--- src/rtl/bnn_infer_ctrl.sv ---
// bnn_infer_ctrl: hands one buffered image to a BNN core, waits for the
// core's class index under a watchdog, and holds the result until the
// consumer acknowledges it.
module bnn_infer_ctrl #(
  parameter int unsigned IMG_DIM     = 30,
  parameter int unsigned NUM_CH      = 1,
  parameter int unsigned PAD_BITS    = 4,
  parameter int unsigned RES_W       = 4,
  parameter int unsigned TIMEOUT_CYC = 4096,
  localparam int unsigned PIX        = NUM_CH * IMG_DIM * IMG_DIM,
  localparam int unsigned IN_W       = PIX + PAD_BITS
) (
  input  logic             clk,
  input  logic             rst_n,
  input  logic [IN_W-1:0]  img_in,
  input  logic             img_valid,
  output logic             img_ready,
  output logic [PIX-1:0]   core_img,
  output logic             core_start,
  input  logic             core_done,
  input  logic [RES_W-1:0] core_result,
  output logic [RES_W-1:0] result_out,
  output logic             result_valid,
  input  logic             result_ack,
  output logic             busy,
  output logic             timeout_err,
  output logic [15:0]      infer_cnt
);

  localparam int unsigned WD_W  = (TIMEOUT_CYC > 1) ? $clog2(TIMEOUT_CYC) : 1;
  localparam bit          TO_EN = (TIMEOUT_CYC != 0);

  typedef enum logic [1:0] {
    IDLE  = 2'd0,
    START = 2'd1,
    WAIT  = 2'd2,
    HOLD  = 2'd3
  } state_t;

  state_t             r_state;
  logic [PIX-1:0]     r_core_img;
  logic               r_core_start;
  logic [RES_W-1:0]   r_result_out;
  logic               r_result_valid;
  logic [15:0]        r_infer_cnt;
  logic               r_timeout_err;
  logic [WD_W-1:0]    r_wd;

  state_t             w_state_nxt;
  logic [PIX-1:0]     w_core_img_nxt;
  logic               w_core_start_nxt;
  logic [RES_W-1:0]   w_result_out_nxt;
  logic               w_result_valid_nxt;
  logic [15:0]        w_infer_cnt_nxt;
  logic               w_timeout_err_nxt;
  logic [WD_W-1:0]    w_wd_nxt;
  logic               w_wd_expired;

  // Watchdog has reached its last allowed WAIT cycle.
  assign w_wd_expired = TO_EN && (r_wd == WD_W'(TIMEOUT_CYC - 1));

  // State and registered outputs.
  always_ff @(posedge clk or negedge rst_n) begin
    if (!rst_n) begin
      r_state        <= IDLE;
      r_core_img     <= '0;
      r_core_start   <= 1'b0;
      r_result_out   <= '0;
      r_result_valid <= 1'b0;
      r_infer_cnt    <= '0;
      r_timeout_err  <= 1'b0;
      r_wd           <= '0;
    end else begin
      r_state        <= w_state_nxt;
      r_core_img     <= w_core_img_nxt;
      r_core_start   <= w_core_start_nxt;
      r_result_out   <= w_result_out_nxt;
      r_result_valid <= w_result_valid_nxt;
      r_infer_cnt    <= w_infer_cnt_nxt;
      r_timeout_err  <= w_timeout_err_nxt;
      r_wd           <= w_wd_nxt;
    end
  end

  // Next-state and next-output decode; core_done only matters in WAIT,
  // and it takes priority over a coincident watchdog expiry.
  always_comb begin
    w_state_nxt        = r_state;
    w_core_img_nxt     = r_core_img;
    w_core_start_nxt   = 1'b0;
    w_result_out_nxt   = r_result_out;
    w_result_valid_nxt = r_result_valid;
    w_infer_cnt_nxt    = r_infer_cnt;
    w_timeout_err_nxt  = r_timeout_err;
    w_wd_nxt           = r_wd;
    case (r_state)
      IDLE: begin
        if (img_valid) begin
          w_core_img_nxt = img_in[IN_W-1:PAD_BITS];
          w_state_nxt    = START;
        end
      end
      START: begin
        w_core_start_nxt = 1'b1;
        w_wd_nxt         = '0;
        w_state_nxt      = WAIT;
      end
      WAIT: begin
        if (core_done) begin
          w_result_out_nxt   = core_result;
          w_result_valid_nxt = 1'b1;
          w_infer_cnt_nxt    = 16'(r_infer_cnt + 16'd1);
          w_timeout_err_nxt  = 1'b0;
          w_state_nxt        = HOLD;
        end else if (w_wd_expired) begin
          w_result_out_nxt   = '1;
          w_result_valid_nxt = 1'b1;
          w_timeout_err_nxt  = 1'b1;
          w_state_nxt        = HOLD;
        end else begin
          w_wd_nxt = WD_W'(r_wd + 1'b1);
        end
      end
      HOLD: begin
        if (result_ack) begin
          w_result_valid_nxt = 1'b0;
          w_state_nxt        = IDLE;
        end
      end
      default: w_state_nxt = IDLE;
    endcase
  end

  assign img_ready    = (r_state == IDLE);
  assign busy         = (r_state != IDLE);
  assign core_img     = r_core_img;
  assign core_start   = r_core_start;
  assign result_out   = r_result_out;
  assign result_valid = r_result_valid;
  assign timeout_err  = r_timeout_err;
  assign infer_cnt    = r_infer_cnt;

endmodule

--- config.mk ---
export PLATFORM = sky130hd
export DESIGN_NAME = bnn_infer_ctrl
export DESIGN_NICKNAME = d
export VERILOG_FILES = /design/src/rtl/bnn_infer_ctrl.sv
export SDC_FILE = /design/constraint.sdc
export NUM_CORES = 2
export LEC_CHECK = 0
export CORE_AREA = 2 2 707 709
export CTS_CLUSTER_DIAMETER = 50
export CTS_CLUSTER_SIZE = 8
export DETAILED_ROUTE_END_ITERATION = 8
export DIE_AREA = 0 0 709 711
export SYNTH_ARGS = -nofsm -noshare
export SYNTH_HDL_FRONTEND = slang
export SYNTH_SLANG_ARGS = --single-unit
--- constraint.sdc ---
create_clock -name clk -period 1.95 [get_ports clk]
set_input_delay 0.195 -clock clk [delete_from_list [all_inputs] [get_ports clk]]
set_output_delay 0.195 -clock clk [all_outputs]
set_load 0.05 [all_outputs]
==> qor.txt <==
Reg2Reg Depth: 9
Slew @ Worst Pin: 0.636 ns
Yosys cell types: 44
CP Capture Type: output port
hold depth: 2
Comb pwr share: 56.0%
vias per cell: 2.79
max incr delay on CP: 0.38 ns
initial core utilization: 7.19%
area of the core: 496000 um^2
setup violators final: 0
Num CTS Buffers: 174
via count: 33100
CP top delay family: buffers and inverters
hold_sp: img_in[63]
status: complete, no violations
initial DRC count: 1745
filler instances: 55100
fin. max-slew vios: 0
H-tree levels: 4
clock power share: 20.1%
highest-count cells in the layout ignoring fill and taps: 925 x dfrtp_1, 907 x clkdlybuf4s50_1, 874 x mux2_2
Buf+Inv Stages, Crit Path: 4
final hold slack: 0.0581 ns
placed instance area: 61100 um^2
reg2reg start: r_state[1]
largest net degree at the start of global routing: 89
cell taking the most area after synthesis: dfrtp_1
Routed wire per std cell: 31.6 um
clk_skew: 0.136 ns
setup TNS: 0 ns
Routed WL: 375 mm
P_int: 75.1 mW
Hold Path Sink: core_img[59]
commonest non-fill, non-tap cell in the layout: dfrtp_1
Seq/Total Area, Yosys: 65.8%
register area: 23500 um^2
unrepaired setup endpoints after global routing: true
Port Buf Inserts: 1833
f_max: 515 MHz
NumNets Final: 5793
CP Class: flop to output port
Clock Latency Late Sink: 0.94 ns
die width: 709 um
critical path arrival: 1.75 ns
top cell type's share of synthesized area: 65.8%
Mapped Area: 35600 um^2
Static Leakage: 30.5 nW
fin crit share: 99.6%
Worst-path clk slew: 0.05 ns
root buffer selected by CTS: clkbuf_16
MaxCap Viol Count: 0
post-route cell area: 75900 um^2
Post-route DRC: 0
largest cells by area after synthesis: dfrtp_1 66%, mux2_2 28%, buf_6 3.2%
DIE HEIGHT: 711 um
Mapped Nets: 2979
HPWL Detailed: 331 mm
post-synthesis average cell area: 17.3 um^2
Syn-to-layout area delta: 113%
Mapped Cells: 2060
Congestion Overflow GR: 0
vias in the first global route: 33100
CP Max Fanout: 3
clock buffer depth: 4
initial antenna violation count: 614
capturing point of the worst reg2reg path: core_img[836]
TritonRoute pass-1 iters: 5
# rows: 259
Final Critical Period: 1.94 ns
Multi-input gate area: 11200 um^2
total power per unit cell area: 1990 nW/um^2
CP max-delay cell: dfrtp_1
RD Place Congestion: 1.12
worst vdd ir: 1320 uV
synthesis warning total: 0
Total GRT Usage: 14.2%
Slew Limit Headroom: 57.6%
worst setup margin: 0.00713 ns
sequential fraction of design power: 23.9%
CTS tree: built
die area: 504000 um^2
clock sinks: 937
worst-path cell chain: inv_2 > ha_4 > buf_6 > inv_4 > buf_12
layout cells sized above 1: 45.3%
Startpoint Class: flop
WP data required: 1.75 ns
I/O pins: 1838
Switch Pwr: 76.1 mW
switching share of power: 50.3%
Final Hold Viols: 0
Routed Antenna Nets: 0
#FFs+latches synth: 937
R2R Setup Slk: 0.05 ns
global-route wire length before repair: 445 mm
pre-CTS WS: -0.325 ns
hold crit path type: primary input to flop
-- state kept, by name (all words and copies together), names as in the netlist --
name,cells
result_valid,1
infer_cnt,16
core_img,900
core_start,1
r_wd,12
timeout_err,1
result_out,4
r_state,2
-- worst reg2reg max path, cell delays in order (launching register included) --
cell and delay (ns):
dfrtp_1 0.35, inv_2 0.06, ha_4 0.18, nand2_8 0.09
buf_12 0.15, buf_16 0.19, buf_12 0.16, clkbuf_16 0.17
buf_12 0.13, mux2_2 0.34
-- worst max-delay path by stage --
stage,from,end,slack (ns),cells past startpoint
floorplan,r_state[0],core_img[0],0.15,6
global placement,img_valid,core_img[296],-0.32,5
detailed placement,img_valid,core_img[731],-0.32,5
CTS,r_state[1],busy,-0.10,5
global route,r_state[0],busy,-0.11,5
finish,r_state[0],busy,0.007,5
-- repair_timing --
item	4_1_cts	5_1_grt
buffers inserted	7	7
hold buffers	760	0
pin swaps	1	1
hold endpoints to repair	1642	0
gates resized for setup	1090	62
gates cloned	2	14
endpoints found under the setup margin	599	217
-- through the flow --
step	cells	utilization [%]	total power, mW
finish	11900	15.3	151
global route	11800	15.3	157
CTS	11600	15.1	153
detailed placement	10600	12.3	120
global placement	10600	12.3	120
floorplan	2060	-	82.7
-- final cells by class --
cell class | count | share of cell area, %
Multi-Input combinational cell | 1015 | 14.7
Timing Repair Buffer | 2740 | 35.1
Sequential cell | 937 | 30.9
Antenna cell | 236 | 0.778
Tap cell | 6655 | 11.0
Clock inverter | 56 | 1.11
Inverter | 6 | 0.0329
Clock buffer | 226 | 6.38
-- power groups by stage --
stage	clock network [mW]	registers [mW]	logic (mW)
2_1_floorplan	0	68.3	14.4
3_3_place_gp	0	35.9	83.6
3_5_place_dp	0	36.1	83.7
4_1_cts	31.3	36.1	85.2
5_1_grt	32.0	37.2	87.7
6_report	30.4	36.2	84.6
-- cell families after synthesis --
group                      after synthesis  synth area share [%]
and+or+nand+nor                         60                  1.20
AOI/OAI and AO/OA                       29                 0.614
buffers and inverters                  108                  3.26
adders and majority gates                6                 0.211
DFF                                    937                  65.8
muxes                                  904                  28.5
xor gates and xnor gates                16                 0.393
-- cell usage after synthesis, drive strengths merged --
cell type / count
nand4: 9
mux2i: 2
o21ai: 4
clkbuf: 1
a31oi: 4
nand3: 11
o211a: 1
and4b: 1
a21oi: 7
nand2b: 1
nor4: 1
a211oi: 1
a41o: 1
nand2: 10
nor3: 4
and2: 3
o22a: 4
mux2: 902
and3: 6
a22o: 1
ha: 6
xor2: 8
o31ai: 2
a31o: 2
nor2: 6
inv: 6
and2b: 2
o211ai: 1
buf: 101
dfrtp: 937
and3b: 1
o2111ai: 1
and4: 4
xnor2: 8
nor2b: 1
-- per-layer routing --
| layer | routed length [um] | global-route usage (%) | vias up |
|---|---|---|---|
| met5 | 1290 | 0 | - |
| met4 | 15800 | 4.81 | 186 |
| met3 | 46900 | 7.71 | 961 |
| met2 | 158000 | 21.1 | 2244 |
| met1 | 152000 | 17.2 | 16400 |
| li1 | - | - | 13300 |
(Power assumes the default switching activity.)
